===== src/rtl/div_pkg.sv =====
// Shared types and constants for the iterative divider.
package div_pkg;

  localparam int unsigned DIV_WIDTH = 32;

  typedef enum logic [1:0] {
    StIdle,
    StRun,
    StFix,
    StDone
  } div_state_e;

  // Bit-counter width able to hold the value `width`.
  function automatic int unsigned cnt_width(int unsigned width);
    return $clog2(width + 1);
  endfunction

endpackage


===== src/rtl/iter_divider_if.sv =====
// Start/busy/done handshake and operand/result bus of the iterative divider.
interface iter_divider_if
  import div_pkg::*;
#(
  parameter int unsigned WIDTH = DIV_WIDTH
);
  logic             start;
  logic             is_signed;
  logic [WIDTH-1:0] dividend;
  logic [WIDTH-1:0] divisor;
  logic             busy;
  logic             done;
  logic [WIDTH-1:0] quotient;
  logic [WIDTH-1:0] remainder;

  modport master (
    output start, is_signed, dividend, divisor,
    input  busy, done, quotient, remainder
  );

  modport slave (
    input  start, is_signed, dividend, divisor,
    output busy, done, quotient, remainder
  );
endinterface


===== src/rtl/div_step.sv =====
// One restoring-division step: shift in a dividend bit, trial-subtract, select.
module div_step #(
  parameter int unsigned WIDTH = 32
) (
  input  logic [WIDTH:0]   rem_i,
  input  logic             bit_i,
  input  logic [WIDTH-1:0] dvs_i,
  output logic [WIDTH:0]   rem_o,
  output logic             q_o
);

  logic [WIDTH+1:0] shifted;
  logic [WIDTH+1:0] diff;

  // One extra bit above the partial remainder holds the sign of the trial difference.
  always_comb begin
    shifted = {rem_i, bit_i};
    diff    = shifted - {2'b00, dvs_i};
    q_o     = ~diff[WIDTH+1];
    rem_o   = q_o ? diff[WIDTH:0] : shifted[WIDTH:0];
  end

endmodule


===== src/rtl/iter_divider.sv =====
// Multi-cycle signed/unsigned divider: restoring division on magnitudes, then sign fix-up.
module iter_divider
  import div_pkg::*;
#(
  parameter int unsigned WIDTH = DIV_WIDTH
) (
  input logic           clk,
  input logic           reset,
  iter_divider_if.slave bus
);

  localparam int unsigned CntW = cnt_width(WIDTH);

  div_state_e       state_q, state_d;
  logic [CntW-1:0]  cnt_q, cnt_d;
  logic [WIDTH:0]   rem_q, rem_d;
  logic [WIDTH-1:0] dvd_q, dvd_d;    // dividend magnitude shifts out as quotient bits shift in
  logic [WIDTH-1:0] dvs_q, dvs_d;
  logic [WIDTH-1:0] orig_q, orig_d;  // raw dividend, returned as remainder on divide-by-zero
  logic             neg_quo_q, neg_quo_d;
  logic             neg_rem_q, neg_rem_d;
  logic [WIDTH-1:0] quo_q, quo_d;
  logic [WIDTH-1:0] rmd_q, rmd_d;
  logic [WIDTH:0]   step_rem;
  logic             step_q;

  function automatic logic [WIDTH-1:0] mag(logic is_signed, logic [WIDTH-1:0] x);
    return (is_signed && x[WIDTH-1]) ? -x : x;
  endfunction

  div_step #(
    .WIDTH (WIDTH)
  ) u_step (
    .rem_i (rem_q),
    .bit_i (dvd_q[WIDTH-1]),
    .dvs_i (dvs_q),
    .rem_o (step_rem),
    .q_o   (step_q)
  );

  // Next-state and datapath updates for the IDLE/RUN/FIX/DONE sequence.
  always_comb begin
    state_d   = state_q;
    cnt_d     = cnt_q;
    rem_d     = rem_q;
    dvd_d     = dvd_q;
    dvs_d     = dvs_q;
    orig_d    = orig_q;
    neg_quo_d = neg_quo_q;
    neg_rem_d = neg_rem_q;
    quo_d     = quo_q;
    rmd_d     = rmd_q;
    unique case (state_q)
      StIdle, StDone: begin
        state_d = StIdle;
        if (bus.start) begin
          state_d   = StRun;
          cnt_d     = '0;
          rem_d     = '0;
          dvd_d     = mag(bus.is_signed, bus.dividend);
          dvs_d     = mag(bus.is_signed, bus.divisor);
          orig_d    = bus.dividend;
          neg_quo_d = bus.is_signed & (bus.dividend[WIDTH-1] ^ bus.divisor[WIDTH-1]);
          neg_rem_d = bus.is_signed & bus.dividend[WIDTH-1];
        end
      end
      StRun: begin
        rem_d = step_rem;
        dvd_d = {dvd_q[WIDTH-2:0], step_q};
        cnt_d = cnt_q + 1'b1;
        if (cnt_q == CntW'(WIDTH - 1)) begin
          state_d = StFix;
        end
      end
      StFix: begin
        state_d = StDone;
        if (dvs_q == '0) begin
          quo_d = '1;
          rmd_d = orig_q;
        end else begin
          quo_d = neg_quo_q ? -dvd_q : dvd_q;
          rmd_d = neg_rem_q ? -rem_q[WIDTH-1:0] : rem_q[WIDTH-1:0];
        end
      end
      default: state_d = StIdle;
    endcase
  end

  // State and datapath registers with synchronous reset.
  always_ff @(posedge clk) begin
    if (reset) begin
      state_q   <= StIdle;
      cnt_q     <= '0;
      rem_q     <= '0;
      dvd_q     <= '0;
      dvs_q     <= '0;
      orig_q    <= '0;
      neg_quo_q <= 1'b0;
      neg_rem_q <= 1'b0;
      quo_q     <= '0;
      rmd_q     <= '0;
    end else begin
      state_q   <= state_d;
      cnt_q     <= cnt_d;
      rem_q     <= rem_d;
      dvd_q     <= dvd_d;
      dvs_q     <= dvs_d;
      orig_q    <= orig_d;
      neg_quo_q <= neg_quo_d;
      neg_rem_q <= neg_rem_d;
      quo_q     <= quo_d;
      rmd_q     <= rmd_d;
    end
  end

  assign bus.busy      = (state_q == StRun) || (state_q == StFix);
  assign bus.done      = (state_q == StDone);
  assign bus.quotient  = quo_q;
  assign bus.remainder = rmd_q;

endmodule


===== src/flat_wrapper.sv =====
// flat-port wrapper written by rule: the top's interface ports become plain ports
module iter_divider_flat import div_pkg::*;
#(
  parameter int unsigned WIDTH = DIV_WIDTH
)
  (clk, reset, bus_start, bus_is_signed, bus_dividend, bus_divisor, bus_busy, bus_done, bus_quotient, bus_remainder);
  iter_divider_if #(.WIDTH(WIDTH)) bus_i ();
  input logic clk;
  input logic reset;
  input wire logic [$bits(bus_i.start)-1:0] bus_start;
  input wire logic [$bits(bus_i.is_signed)-1:0] bus_is_signed;
  input wire logic [$bits(bus_i.dividend)-1:0] bus_dividend;
  input wire logic [$bits(bus_i.divisor)-1:0] bus_divisor;
  output wire logic [$bits(bus_i.busy)-1:0] bus_busy;
  output wire logic [$bits(bus_i.done)-1:0] bus_done;
  output wire logic [$bits(bus_i.quotient)-1:0] bus_quotient;
  output wire logic [$bits(bus_i.remainder)-1:0] bus_remainder;
  assign bus_i.start = bus_start;
  assign bus_i.is_signed = bus_is_signed;
  assign bus_i.dividend = bus_dividend;
  assign bus_i.divisor = bus_divisor;
  assign bus_busy = bus_i.busy;
  assign bus_done = bus_i.done;
  assign bus_quotient = bus_i.quotient;
  assign bus_remainder = bus_i.remainder;
  iter_divider #(.WIDTH(WIDTH)) u_core (.clk(clk), .reset(reset), .bus(bus_i));
endmodule

===== config.mk =====
export PLATFORM = sky130hd
export DESIGN_NAME = iter_divider_flat
export DESIGN_NICKNAME = d
export VERILOG_FILES = /design/src/rtl/div_pkg.sv /design/src/rtl/iter_divider_if.sv /design/src/rtl/div_step.sv /design/src/rtl/iter_divider.sv /design/src/flat_wrapper.sv
export SDC_FILE = /design/constraint.sdc
export NUM_CORES = 1
export LEC_CHECK = 0
export ABC_AREA = 1
export BUFFER_PORTS_ARGS = -buffer_cell sky130_fd_sc_hd__buf_4
export CORE_UTILIZATION = 45
export DETAILED_ROUTE_END_ITERATION = 7
export GPL_TIMING_DRIVEN = 0
export HOLD_SLACK_MARGIN = 0.05
export PLACE_DENSITY = 0.67
export SLEW_MARGIN = 30
export SYNTH_ARGS = -nofsm -noshare
export SYNTH_HDL_FRONTEND = slang
export SYNTH_SLANG_ARGS = --single-unit
export TNS_END_PERCENT = 50

===== constraint.sdc =====
create_clock -name clk -period 6.15 [get_ports clk]
set_input_delay 0.615 -clock clk [delete_from_list [all_inputs] [get_ports clk]]
set_output_delay 0.615 -clock clk [all_outputs]
set_load 0.05 [all_outputs]

==> Word-level counts from Yosys, hierarchy flattened <==
Index checks and enable logic that the tools add are counted.
{ "totals": {"in_bits": 68, "mem_bits_ro": 0, "wordCells": 51, "n_memories": 0, "latchBits": 0, "mem_bits_rw": 0, "regBits": 203} }
{ "op_classes": {"mul": 0, "muxes": 16, "magnitude_cmp": 0, "div_mod_pow": 0, "eq_ne": 6, "add_sub_neg": 6, "shift": 0, "n_bitwise": 4, "reduce_logical": 9} }
{ "op_table": {"columns": ["cell", "count"], "rows": [
  ["$mux 32", 7],
  ["$neg 32->32", 4],
  ["$mux 33", 2],
  ["$pmux 33 s2", 1],
  ["$pmux 32 s2", 1],
  ["$sub 34x32->34", 1],
  ["$logic_not 32->1", 1],
  ["$pmux 6 s2", 1],
  ["$add 6x1->6 const B", 1],
  ["$eq 6x5->1 const B", 1],
  ["$mux 6", 1],
  ["$pmux 2 s3", 1],
  ["$eq 2x2->1 const B", 2],
  ["$reduce_and 2->1", 2],
  ["$and 1x1->1", 2],
  ["$eq 2x1->1 const B", 1],
  ["$logic_and 1x1->1", 2],
  ["$logic_not 2->1", 1],
  ["$mux 2", 1],
  ["$ne 2x1->1 const B", 1],
  ["$ne 2x2->1 const B", 1],
  ["$reduce_bool 2->1", 1],
  ["$reduce_or 2->1", 1],
  ["$logic_or 1x1->1", 1],
  ["3 further kinds", 3]
]} }

==> Logic depth before layout (Yosys ltp) <==
{ "depth": {"ltp_word": 4, "mapped_depth": 18, "ltp_nobuf": 17} }

==> Hierarchy <==
From an unflattened synthesis, not the netlist that was laid out.
{ "unflattened": {"hier_cells": 2531, "area_unflattened_um2": 15088.2} }
{ "by_module_without_submodules": {"columns": ["mod", "area_each_um2", "cells_per_inst", "seq_area_each_um2", "n_inst"], "rows": [
  ["iter_divider", 11643.7, 1810, 4063.9, 1],
  ["div_step", 3444.6, 721, 0.0, 1]
]} }

==> Worst setup path before layout <==
No wires, ideal clock.
{ "synth_timing": {"path_type": "input to register", "from": "input bus_divisor[0]", "to": "register u_core.dvs_q[26]", "stages": 12, "t_arrival_ps": 1963, "required_ps": 6037, "setup_slack_ps": 4074, "n_path_buf": 0, "path_cell_list": "inv_1 > ha_1 > nand3_1 > nor2_1 > nand2_1 > nor2_1 > nand2_1 > o21ai_1 > nand2_1 > xor2_1 > o21ai_1 > inv_1"} }
{ "synth_via": {"elab_chain_len": 2} }
{ "synth_lines": {"columns": ["item", "line", "rtl"], "rows": [
  ["start: declaration", "flat_wrapper.sv:13", "input wire logic [$bits(bus_i.divisor)-1:0] bus_divisor;"],
  ["$neg 32->32", "iter_divider.sv:28", "return (is_signed && x[WIDTH-1]) ? -x : x;"],
  ["$mux 32", "iter_divider.sv:28", null],
  ["end signal: assignment", "iter_divider.sv:107", "dvs_q <= dvs_d;"],
  ["end: declaration", "iter_divider.sv:18", "logic [WIDTH-1:0] dvs_q, dvs_d;"]
]} }
Every way passes these cells.
A chain may end at the register's enable or synchronous reset.

==> Worst setup path in the final report <==
{ "layout_timing": {"from": "register u_core.state_q[0]", "to": "register u_core.dvd_q[0]"} }
{ "layout_via": {"elab_chain_len": 4, "elab_cells_between_ends": 8, "classes_between": "eq/ne: 3; mux: 1; reduce/logical: 4"} }
{ "layout_lines": {"columns": ["item", "line", "rtl"], "rows": [
  ["start: declaration", "iter_divider.sv:14", "div_state_e state_q, state_d;"],
  ["start signal: assignment", "iter_divider.sv:92", "state_q <= StIdle;"],
  ["start signal: assignment", "iter_divider.sv:103", "state_q <= state_d;"],
  ["$eq 2x2->1 or $logic_not 2->1 (tied branches)", "iter_divider.sv:53", "unique case (state_q)"],
  ["$reduce_or 2->1", "iter_divider.sv:53", null],
  ["$ne 2x2->1 (no source line) or $reduce_bool 2->1 (tied branches)", null, null],
  ["$reduce_and 2->1 (no source line)", null, null],
  ["end signal: assignment", "iter_divider.sv:106", "dvd_q <= dvd_d;"],
  ["end: declaration", "iter_divider.sv:17", "logic [WIDTH-1:0] dvd_q, dvd_d;"]
]} }
Several ways; a longest one is shown, not always the timed one.

==> flow_summary.toml <==
[worst_setup_path]
reg2reg_to = "u_core.dvd_q[0]"
worst_setup_path_start_kind = "flip-flop"
arrival_ns = 3.97
regToRegSetupSlack_ns = 2.66
crit_end = "u_core.dvd_q[0]"
required_ns = 6.63
crit_fanout = 10
r2r_start = "u_core.state_q[0]"
endpoint_kind = "flip-flop"
startpoint = "u_core.state_q[0]"
worstRegToRegCells = 9
worstSetupPathType = "flip-flop to flip-flop"

[min_path]
hold_path_class = "primary input to flip-flop"
holdPathStages = 3

[power]
p_int_mw = 3.10
switchingPower_mw = 2.54
irDropWorstVdd_mv = 0.260
p_comb_share_pct = 43.2
seq_power_share_pct = 30.7
pwr-share-clk_pct = 26.1
leakagePower_nw = 7.85
p_sw_share_pct = 45.0
power_density_mw_per_mm2 = 346
finalPower_mw = 5.64

[sta]
worstMarginPinSlew_ns = 1.07
report.final.slew_viol_count = 0
final.min_clock_period_ns = 3.49
timing.fmax_mhz = 286
hold_viol_final = 0
rsz0062_at_grt = "false"
fin_tns_setup_ns = 0
fin_skew_ns = 0.0338
slew-limit-headroom_pct = 28.7
setup_violations = 0
finalCritPeriodShare_pct = 56.8

[layout]
final_util_pct = 53.2
nets = 2542
nFillCells = 3269
area_growth_pct = 16.5
drive_gt1_share_pct = 10.2
layout_common_cells = "557 x nand2_1, 321 x inv_1, 209 x nand3_1, 206 x nor2_1, 205 x a21oi_1"
diodes = 0
final-seq-area_mm2 = 0.00406
final_common_cell = "nand2_1"
multi_input_area_mm2 = 0.00827

[synth]
synth_seq_area_share_pct = 29.1
syn_area_per_cell_um2 = 6.14
syn-num-nets = 2383
synth.top_cell.area_share_pct = 29.1
netlist_area_mm2 = 0.0140
netlist_instances = 2274
ys_ff_latch = 203
synth-main-ff-cell = "dfxtp_1"
synth_edf_count = 0
synth_warnings = 0
ys_types = 49
synth.area.top_cells = "dfxtp_1 29%, nand2_1 15%, inv_1 8.6%"
synthArstFlopShare_pct = 0
synth_top_cell_by_area = "dfxtp_1"

[global_routing]
grt_util_all_layers_pct = 32.7
grt.overflow.total = 0
grt_pass1_wl_um = 79000
grt_max_degree = 14
grt_pass1_vias = 14300
antenna_found_initial = 1

[drt]
dr_wl_met3_um = 4880
routedWlPerCell_um = 18.4
drc = 0
drt_iter0_markers = 1508
detail-route-antenna-nets = 0
dr_wl_met2_um = 21100
drt-total-wl_um = 52200
dr.pass1.iters = 6
highest_layer = "met5"
route.detailed.vias_per_inst = 5.54
num_vias = 15800
wl_met1_um = 24600

[die]
start_util_pct = 45.7
die_w_um = 178
die_h_um = 178
die-area_mm2 = 0.0318
pin_count = 134
core_mm2 = 0.0306
rows = 64

[place]
port_buffers = 133
place_congestion = 1.00
hpwl_um = 41900

[clock_tree]
numCtsBuffers = 24
cts_hold_buf = 0
ctsResizeCount = 0
clkSlewWorstSetupHoldPaths_ns = 0.06
clk_latency_ns = 0.55
cts_root_buffer = "clkbuf_16"
postCtsSetupBuffers = 0
cts_tree = "built"
cts_max_level = 1
cts_buffer_depth = 3
clock_sinks = 203

[job]
drv_cap = 0

[run_status]
status = "finished clean"
stage by stage:
stage                     std cells  setup WS (ns)  hold WS, ns  area (um2)
after detailed placement       2803           2.76        0.447       15500
final                          2845           2.66        0.354       16300
after global routing           2845           2.56        0.369       16300
after global placement         2803           2.74        0.448       15500
after CTS                      2845           2.76        0.355       16300
after floorplan                2274           4.07        0.430       14000
worst max-delay path, stage by stage, from the launching register on:
cell and delay (ns):
dfxtp_1 0.39, inv_1 0.06, ha_1 0.32, nand2_1 0.36
inv_2 0.38, a21oi_1 0.16, nor2_1 0.83, buf_2 0.48
nand3_1 0.27, a31oi_1 0.18
cell usage after synthesis, drive strengths merged, types with 2 or more instances:
cell and number:
nor3 29, nand4 28, clkinv 3, o31ai 3, nor2 215, inv 329
o221ai 8, o21ai 156, ha 40, a22oi 20, nand3 212, xnor2 18
o211ai 21, nor4 9, dfxtp 203, nor3b 3, o21bai 2, clkbuf 58
and2 7, xor2 46, a21oi 206, nand3b 16, nand2 568, buf 37
a31oi 21, o22ai 3, or2 5
worst min path at each step:
stage / to / slack (ns) / start
CTS: u_core.dvd_q[0] / 0.36 / bus_dividend[0]
global placement: u_core.orig_q[2] / 0.45 / u_core.orig_q[2]
finish: u_core.orig_q[5] / 0.35 / bus_dividend[5]
global route: u_core.orig_q[1] / 0.37 / bus_dividend[1]
floorplan: u_core.orig_q[11] / 0.43 / u_core.orig_q[11]
detailed placement: u_core.orig_q[14] / 0.45 / u_core.orig_q[14]
registers in the layout, indices dropped and copies added (netlist names):
name / cells
u_core.rem_q: 33
u_core.bus.quotient: 32
u_core.bus.remainder: 32
u_core.dvd_q: 32
u_core.dvs_q: 32
u_core.orig_q: 32
u_core.cnt_q: 6
u_core.state_q: 2
u_core.neg_quo_q: 1
u_core.neg_rem_q: 1
cell type report:
| type | count | share of cell area [%] |
|---|---|---|
| repair buffers | 133 | 6.13 |
| clock inverters | 10 | 0.822 |
| clock buffers | 32 | 4.18 |
| inverters | 332 | 7.66 |
| flip-flops and latches | 203 | 25.0 |
| plain buffers | 95 | 2.41 |
| well taps | 396 | 3.04 |
| multi-input cells | 1644 | 50.8 |
layer usage:
layer	vias to the layer above	GRT usage (%)
met1	7289	48.2
met5	-	0
met3	99	6.93
met4	2	10.5
met2	653	46.8
li1	7707	-
power by group through the flow:
stage / sequential [mW] / combinational, mW / clock [mW]
2_1_floorplan: 1.93 / 1.38 / 0
3_3_place_gp: 1.74 / 2.35 / 0
3_5_place_dp: 1.75 / 2.37 / 0
4_1_cts: 1.72 / 2.38 / 1.48
5_1_grt: 1.75 / 2.66 / 1.53
6_report: 1.73 / 2.44 / 1.47
kinds of logic after synthesis:
family / synth area share [%]
buf+inv: 11.7
flops: 29.1
simple gates: 34.0
fa+ha+maj: 3.73
xor+xnor: 4.01
compound gates: 17.4
Note: power is estimated with default switching activity, not from simulation.
